===== config.mk =====
export PLATFORM = sky130hd
export DESIGN_NAME = tqvp_raster_copper
export DESIGN_NICKNAME = d
export VERILOG_FILES = /design/src/rtl/tqvp_copper_pkg.sv /design/src/rtl/tqvp_copper_list.sv /design/src/rtl/tqvp_raster_copper.sv
export SDC_FILE = /design/constraint.sdc
export NUM_CORES = 1
export LEC_CHECK = 0
export BUFFER_PORTS_ARGS = -buffer_cell sky130_fd_sc_hd__buf_2
export CORE_MARGIN = 4
export CORE_UTILIZATION = 42
export CTS_CLUSTER_SIZE = 20
export DETAILED_ROUTE_END_ITERATION = 10
export GPL_ROUTABILITY_DRIVEN = 1
export HOLD_SLACK_MARGIN = 0.06
export PLACE_DENSITY = 0.63
export SKIP_LAST_GASP = 1
export SLEW_MARGIN = 20
export SYNTH_ARGS = -nofsm -noshare
export SYNTH_HDL_FRONTEND = slang
export SYNTH_SLANG_ARGS = --single-unit

===== constraint.sdc =====
create_clock -name clk -period 2.55 [get_ports clk]
set_input_delay 0.255 -clock clk [delete_from_list [all_inputs] [get_ports clk]]
set_output_delay 0.255 -clock clk [all_outputs]
set_load 0.03 [all_outputs]

===== src/rtl/tqvp_copper_pkg.sv =====
// Shared encodings for the raster copper: display-list opcodes, entry field
// positions, peripheral write-size codes and the sequencer state enum.
package tqvp_copper_pkg;

    localparam logic [1:0] OP_WAIT_Y = 2'b00;
    localparam logic [1:0] OP_WRITE  = 2'b01;
    localparam logic [1:0] OP_IRQ    = 2'b10;
    localparam logic [1:0] OP_END    = 2'b11;

    localparam logic [1:0] WR_NONE = 2'b11;
    localparam logic [1:0] WR_8    = 2'b00;
    localparam logic [1:0] WR_16   = 2'b01;

    localparam int OP_HI    = 31;
    localparam int OP_LO    = 30;
    localparam int SIZE_BIT = 22;
    localparam int ADDR_HI  = 21;
    localparam int ADDR_LO  = 16;
    localparam int DATA_HI  = 15;
    localparam int Y_HI     = 9;

    typedef enum logic [2:0] {
        ST_IDLE,
        ST_FETCH,
        ST_DECODE,
        ST_WAIT_Y,
        ST_ISSUE,
        ST_IRQ,
        ST_HALT
    } state_t;

    function automatic logic [1:0] entry_op(input logic [31:0] entry);
        return entry[OP_HI:OP_LO];
    endfunction

endpackage


===== src/rtl/tqvp_copper_list.sv =====
// Display-list storage: DEPTH x 32 registers, one synchronous write port and
// one asynchronous read port. Contents are deliberately not reset.
module tqvp_copper_list #(
    parameter int DEPTH = 16,
    parameter int PC_W  = $clog2(DEPTH)
) (
    input  logic            clk,
    input  logic            we,
    input  logic [PC_W-1:0] waddr,
    input  logic [31:0]     wdata,
    input  logic [PC_W-1:0] raddr,
    output logic [31:0]     rdata
);

    logic [31:0] mem [DEPTH];

    always_ff @(posedge clk) begin
        if (we) mem[waddr] <= wdata;
    end

    assign rdata = mem[raddr];

endmodule


===== src/rtl/tqvp_raster_copper.sv =====
// Raster-synchronised copper: runs the display list once per frame and shares
// the VGA peripheral write port with the CPU (CPU always wins).
// Optional IRQ opcode support is enabled with the COPPER_IRQ_EN macro.
module tqvp_raster_copper
    import tqvp_copper_pkg::*;
#(
    parameter int DEPTH = 16,
    localparam int PC_W = $clog2(DEPTH)
) (
    input  logic            clk,
    input  logic            rst_n,
    input  logic            ctrl_en,
    input  logic            frame_start,
    input  logic [9:0]      vga_y,
    input  logic            prog_we,
    input  logic [PC_W-1:0] prog_addr,
    input  logic [31:0]     prog_data,
    input  logic [5:0]      cpu_address,
    input  logic [31:0]     cpu_data,
    input  logic [1:0]      cpu_write_n,
    output logic [5:0]      per_address,
    output logic [31:0]     per_data,
    output logic [1:0]      per_write_n,
    output logic            busy,
    output logic [PC_W-1:0] pc,
    output logic            copper_irq
);

    state_t          state, state_nxt;
    logic [PC_W-1:0] pc_nxt;
    logic [31:0]     instr;
    logic [31:0]     list_rdata;
    logic            cpu_active;
    logic            last_entry;

    tqvp_copper_list #(.DEPTH(DEPTH), .PC_W(PC_W)) u_list (
        .clk   (clk),
        .we    (prog_we),
        .waddr (prog_addr),
        .wdata (prog_data),
        .raddr (pc),
        .rdata (list_rdata)
    );

    assign cpu_active = (cpu_write_n != WR_NONE);
    assign last_entry = (pc == PC_W'(DEPTH - 1));

    always_ff @(posedge clk or negedge rst_n) begin
        if (!rst_n) begin
            state <= ST_IDLE;
            pc    <= '0;
            instr <= '0;
        end else begin
            state <= state_nxt;
            pc    <= pc_nxt;
            if (state == ST_FETCH) instr <= list_rdata;
        end
    end

    // ctrl_en beats frame_start, which beats whatever the current state wants.
    // Advancing off the last entry wraps pc to 0 and halts for the frame.
    always_comb begin
        state_nxt = state;
        pc_nxt    = pc;
        if (!ctrl_en) begin
            state_nxt = ST_IDLE;
        end else if (frame_start) begin
            state_nxt = ST_FETCH;
            pc_nxt    = '0;
        end else begin
            case (state)
                ST_FETCH:  state_nxt = ST_DECODE;
                ST_DECODE: begin
                    case (entry_op(instr))
                        OP_WAIT_Y: state_nxt = ST_WAIT_Y;
                        OP_WRITE:  state_nxt = ST_ISSUE;
                        OP_IRQ:    state_nxt = ST_IRQ;
                        default:   state_nxt = ST_HALT;
                    endcase
                end
                ST_WAIT_Y, ST_ISSUE, ST_IRQ: begin
                    if ((state == ST_IRQ) ||
                        (state == ST_ISSUE && !cpu_active) ||
                        (state == ST_WAIT_Y && vga_y >= instr[Y_HI:0])) begin
                        pc_nxt    = pc + PC_W'(1);
                        state_nxt = last_entry ? ST_HALT : ST_FETCH;
                    end
                end
                ST_IDLE, ST_HALT: state_nxt = state;
                default:          state_nxt = ST_IDLE;
            endcase
        end
    end

    always_comb begin
        per_address = cpu_address;
        per_data    = cpu_data;
        per_write_n = cpu_write_n;
        if (!cpu_active) begin
            if (state == ST_ISSUE) begin
                per_address = instr[ADDR_HI:ADDR_LO];
                per_data    = {16'd0, instr[DATA_HI:0]};
                per_write_n = instr[SIZE_BIT] ? WR_16 : WR_8;
            end else begin
                per_write_n = WR_NONE;
            end
        end
    end

    assign busy = (state != ST_IDLE) && (state != ST_HALT);

`ifdef COPPER_IRQ_EN
    // Sticky flag; a set in the same cycle as a CPU write wins over the clear.
    always_ff @(posedge clk or negedge rst_n) begin
        if (!rst_n)                 copper_irq <= 1'b0;
        else if (state == ST_IRQ)   copper_irq <= 1'b1;
        else if (cpu_active)        copper_irq <= 1'b0;
    end
`else
    assign copper_irq = 1'b0;
`endif

    logic unused_instr_bits;
    assign unused_instr_bits = ^instr[29:23];

endmodule


# After elaboration in Yosys (flattened, before gate mapping)
# Memories as Yosys holds them, arrays and structs flattened. A register that Yosys moved wholly into a read port is not among the register bits.
# Index checks and enable logic that the tools add are counted.
[word_totals]
regBits = 7
mem_bits_rw = 512
in_bits = 91
out_inout_bits = 46
elab_cells = 52
memories = 1
[classes]
add_sub_neg = 1
n_lt_le_gt_ge = 1
eq_ne = 13
n_mux = 18
n_reduce_logical = 16
[mem_list]
columns = ["memory", "depth", "word_bits", "rd", "rd_ports_with_merged_regs", "write_ports", "line_no", "rtl"]
rows = [
  ["u_list.mem", 16, 32, 1, 1, 1, "tqvp_copper_list.sv:15", "logic [31:0] mem [DEPTH];"],
]
[op_table]
columns = ["cell", "count"]
rows = [
  ["two-way mux 32 bit", 2],
  ["two-way mux 3 bit", 4],
  ["two-way mux 4 bit", 3],
  ["two-way mux 6 bit", 2],
  ["case mux 3 bit (4 select lines)", 1],
  [">= comparator 10 bit", 1],
  ["== test 3 bit (second input constant)", 3],
  ["case mux 3 bit (3 select lines)", 1],
  ["== test 3 x 2 -> 1 bit (second input constant)", 2],
  ["inequality test 3 bit (second input constant)", 2],
  ["adder 4 x 1 -> 4 bit (second input constant)", 1],
  ["== test 4 bit (second input constant)", 1],
  ["two-way mux 2 bit", 2],
  ["inequality test 4 bit (second input constant)", 1],
  ["nonzero test 2 bit", 2],
  ["== test 3 x 1 -> 1 bit (second input constant)", 1],
  ["logical AND 1 bit", 3],
  ["logical NOT 3 bit", 1],
  ["two-way mux 1 bit", 3],
  ["AND reduction 3 bit", 1],
  ["nonzero test 3 bit", 1],
  ["OR reduction 3 bit", 1],
  ["== test 2 x 1 -> 1 bit (second input constant)", 1],
  ["== test 2 bit (second input constant)", 1],
  ["other kinds (6)", 8],
]

# Depth between registers and ports, before layout
[logic_depth]
word_depth = 9
depth_mapped = 8
mapped_depth_nobuf = 8

# By module
# A second synthesis with hierarchy kept.
[unflattened]
hier_cells = 1025
hier_area_um2 = 21418.0
[by_module_without_submodules]
columns = ["module", "n_inst", "cells_per_inst", "area_each_um2", "seq_area_each_um2"]
rows = [
  ["tqvp_copper_list", 1, 806, 19213.4, 15374.7],
  ["tqvp_raster_copper", 1, 219, 2204.6, 800.8],
]

# Worst setup path before layout
# OpenSTA, ideal clock, no wires.
[synth_path]
path_type = "input-to-reg"
startpoint = "in prog_addr[2]"
endpoint = "mem u_list.mem[0][0] (enable)"
setup_ns = 0.439
arrival_time_ns = 2.504
t_required_ns = 2.111
path_slack_ns = -0.393
cell_stages = 2
n_path_buf = 0
path_cell_list = "or3b_2 nor3_1"
[synth_lines]
columns = ["item", "line_no", "rtl"]
rows = [
  ["start: declaration", "tqvp_raster_copper.sv:16", "input logic [PC_W-1:0] prog_addr,"],
  ["end: declaration", "tqvp_copper_list.sv:15", ""],
]
# No word-level cell before the write port.

# Worst setup path after layout
[layout_path]
startpoint = "reg state[0]"
endpoint = "out per_data[12]"
[layout_via]
elab_chain_len = 3
[layout_lines]
columns = ["item", "line_no", "rtl"]
rows = [
  ["start: declaration", "tqvp_raster_copper.sv:29", "state_t state, state_nxt;"],
  ["start signal: assignment", "tqvp_raster_copper.sv:54", "state <= state_nxt;"],
  ["== test 3 bit", "tqvp_raster_copper.sv:100", "if (state == ST_ISSUE) begin"],
  ["two-way mux 32 bit", "tqvp_raster_copper.sv:100", ""],
  ["two-way mux 32 bit", "tqvp_raster_copper.sv:99", "if (!cpu_active) begin"],
  ["end: declaration", "tqvp_raster_copper.sv:22", "output logic [31:0] per_data,"],
]
# Every way passes these cells.

==> impl_metrics.py <==
metrics = {
    "cts": {
        "clk_latency_ns": 0.53,
        "post_cts_buffers": 0,
        "cts_sinks": 432,
        "ctsRootBufferMaster": "clkbuf_16",
        "cts_buffers": 43,
        "htree_levels": 2,
        "cts_tree": "built",
        "cts_buffer_depth": 3,
        "path_clk_slew_ns": 0.06,
    },
    "layout": {
        "drive_above_1_share_pct": 31.9,
        "fillers": 3315,
        "post-route-util_pct": 49.9,
        "syn_to_final_growth_pct": 17.6,
        "nets": 1167,
        "ff_latch_area_sq_um": 12800,
        "multi_input_area_sq_um": 4320,
    },
    "yosys": {
        "ys_seq_elements": 432,
        "synth_fp_nets": 1009,
        "syn-instance-count": 904,
        "synth_area_sq_um": 17300,
        "yosysWarnings": 0,
        "synthDistinctLibCells": 43,
        "synth_top_area_share_pct": 69.3,
        "synth_common_cells": "edfxtp_1 (400), mux4_2 (100), nand2_1 (91)",
        "async_reset_ff_share_pct": 7.41,
        "synth_edf_count": 400,
        "synth_top_area_cell": "edfxtp_1",
        "synth.area.top_cells": "edfxtp_1 (69%), mux4_2 (13%), dfrtp_1 (4.6%), nand2_1 (2.0%), mux2i_1 (1.5%)",
        "syn_avg_cell_area_sq_um": 19.2,
        "yosysSeqAreaShare_pct": 74.0,
        "yosysMostFrequentCell": "edfxtp_1",
        "synthFlopType": "edfxtp_1",
    },
    "power_and_ir_drop": {
        "power_frac_clock_pct": 35.5,
        "peakVddDrop_mv": 0.390,
        "combinationalPowerShare_pct": 14.3,
        "power_density_nw_per_um2": 810,
        "share_seq_of_total_power_pct": 50.2,
        "p_sw_mw": 3.91,
        "switching_share_pct": 23.7,
        "p_leak_nw": 6.96,
        "power.internal_mw": 12.6,
    },
    "die": {
        "start_util_pct": 42.4,
        "placementRows": 74,
        "core_sq_um": 40800,
        "die_w_um": 211,
        "pin_count": 137,
        "die_h_um": 211,
        "dieArea_sq_um": 44600,
    },
    "critical_path": {
        "cp.required_ns": 2.30,
        "crit_path_start_kind": "flip-flop",
        "criticalPathCategory": "flip-flop to output port",
        "cp_max_fo": 47,
        "worst_setup_path_end_kind": "output port",
        "r2r_slack_ns": 0.29,
        "critPathArrivalTime_ns": 2.20,
    },
    "route": {
        "vias": 9016,
        "drtAntennaViolNets": 0,
        "routed_via_density": 5.53,
        "drtIter0Drc": 1002,
        "wire_per_inst_um": 24.2,
        "first_pass_iters": 5,
        "finalWirelength_mm": 39.5,
        "drc": 0,
    },
    "global_routing": {
        "overflow": 0,
        "grt_max_degree": 51,
        "antenna_found_initial": 1,
        "track_usage_pct": 17.7,
        "first_global_vias": 9059,
        "grt_pass1_wl_mm": 58.2,
    },
    "sta": {
        "finalClockSkew_ns": 0.00833,
        "finalSetupViolations": 0,
        "slew_violations": 0,
        "tightest_slew_ns": 0.631,
        "fin_crit_sh_pct": 96.1,
        "rsz0062_at_grt": "no",
        "max_freq_mhz": 408,
        "fin_tns_setup_ns": 0,
        "final_hold_viol_count": 0,
        "min_period_ns": 2.45,
        "maxSlewHeadroom_pct": 57.9,
    },
    "flow_run": {
        "cap_violations": 0,
    },
    "place": {
        "hpwl_mm": 20.8,
        "gp_congestion": 0.740,
        "io_buffers": 128,
    },
    "hold_path": {
        "hold_path_class": "input pin to flip-flop",
    },
    "status": {
        "outcome": "finished clean",
    },
}
[logic make-up (layout without fill, tap and decap cells)]
| group | Yosys count | count (layout) | synth area share [%] |
|---|---|---|---|
| flip-flops | 432 | 432 | 74.0 |
| AND/OR/NAND/NOR | 181 | 181 | 4.79 |
| multiplexers | 140 | 140 | 15.4 |
| buffers and inverters | 70 | 262 | 1.91 |
| AO/OA/AOI/OAI | 66 | 66 | 2.88 |
| adder cells (fa/ha/maj) | 14 | 14 | 1.01 |
| other | 1 | 2 | 0.0217 |
[worst paths after layout]
| check | from | endpoint | depth (start not counted) |
|---|---|---|---|
| hold / removal | prog_data[19] | u_list.mem[6][19] | 1 |
| max in group asynchronous | rst_n | state[0] | 3 |
| min in group asynchronous | rst_n | pc[1] | 2 |
| hold reg to reg | instr[12] | instr[12] | 1 |
| setup reg to reg | instr[8] | pc[1] | 8 |
| setup / recovery | state[0] | per_data[12] | 5 |
[stage by stage]
stage	power [mW]	hold WS, ns	instances	setup WS [ns]	cell area (sq um)
finish	16.5	0.0933	1629	0.0996	20400
global route	17.2	0.0906	1628	0.0215	20400
CTS	16.7	0.0712	1628	0.0794	20400
detailed placement	10.8	0.196	1546	0.280	19000
global placement	10.8	0.195	1546	0.312	19000
floorplan	10.0	-0.0406	904	0.290	17300
[layout by cell type, fill, tap and decap left out, drive strengths merged, types with 2 or more instances in the layout]
cell type,n
nand2b,6
o21ai,16
a21oi,11
edfxtp,400
inv,19
clkinv,13
dfrtp,32
mux2,14
nand2,91
ha,14
clkbuf,65
and2,16
nand4,4
nand3b,3
dlygate4sd3,3
o311ai,2
nor3,31
a221o,25
buf,161
o21a,2
o22ai,2
nor2b,4
nor2,17
mux2i,26
nand3,4
mux4,100
[flip-flops by register name (all words and copies together), names as in the netlist]
| name | count |
|---|---|
| instr | 25 |
| pc | 4 |
| state | 3 |
| u_list.mem | 400 |
[metal layers]
metal  vias up  wire [um]  share of wire [%]  global-route usage [%]
met5         -          0                  0                       0
met4         0        507                1.3                    3.47
met3        42       2990                7.6                    2.93
met2       357      18700                 47                    27.9
met1      4643      17300                 44                    26.5
li1       3974          -                  -                       -
[power by group through the flow]
| stage | registers [mW] | clock network, mW | logic [mW] |
|---|---|---|---|
| finish | 8.28 | 5.86 | 2.36 |
| global route | 8.31 | 6.27 | 2.61 |
| CTS | 8.29 | 5.99 | 2.41 |
| detailed placement | 8.43 | 0 | 2.40 |
| global placement | 8.42 | 0 | 2.36 |
| floorplan | 8.31 | 0 | 1.72 |
[worst max-delay path, stage by stage (launching register included)]
cell and delay, ns:
dfrtp_2 0.50, nor2_1 0.19, nand4_1 0.20, buf_12 0.25
mux2_2 0.33, buf_2 0.19
[layout make-up]
cell class,instances,share of cell area [%]
multi-input combinational,402,21.2
tap,532,3.27
inverter,19,0.350
sequential,432,62.9
timing repair buffer,164,5.86
clock buffer,65,5.99
clock inverter,14,0.418
antenna,1,0.0123
[timing repair]
item | CTS | global route
gates resized for setup | 1 | 0
endpoints found under the hold margin | 17 | 0
endpoints found under the setup margin | 1 | 0
hold buffers | 3 | 0
Power figures use the tool's default switching activity.
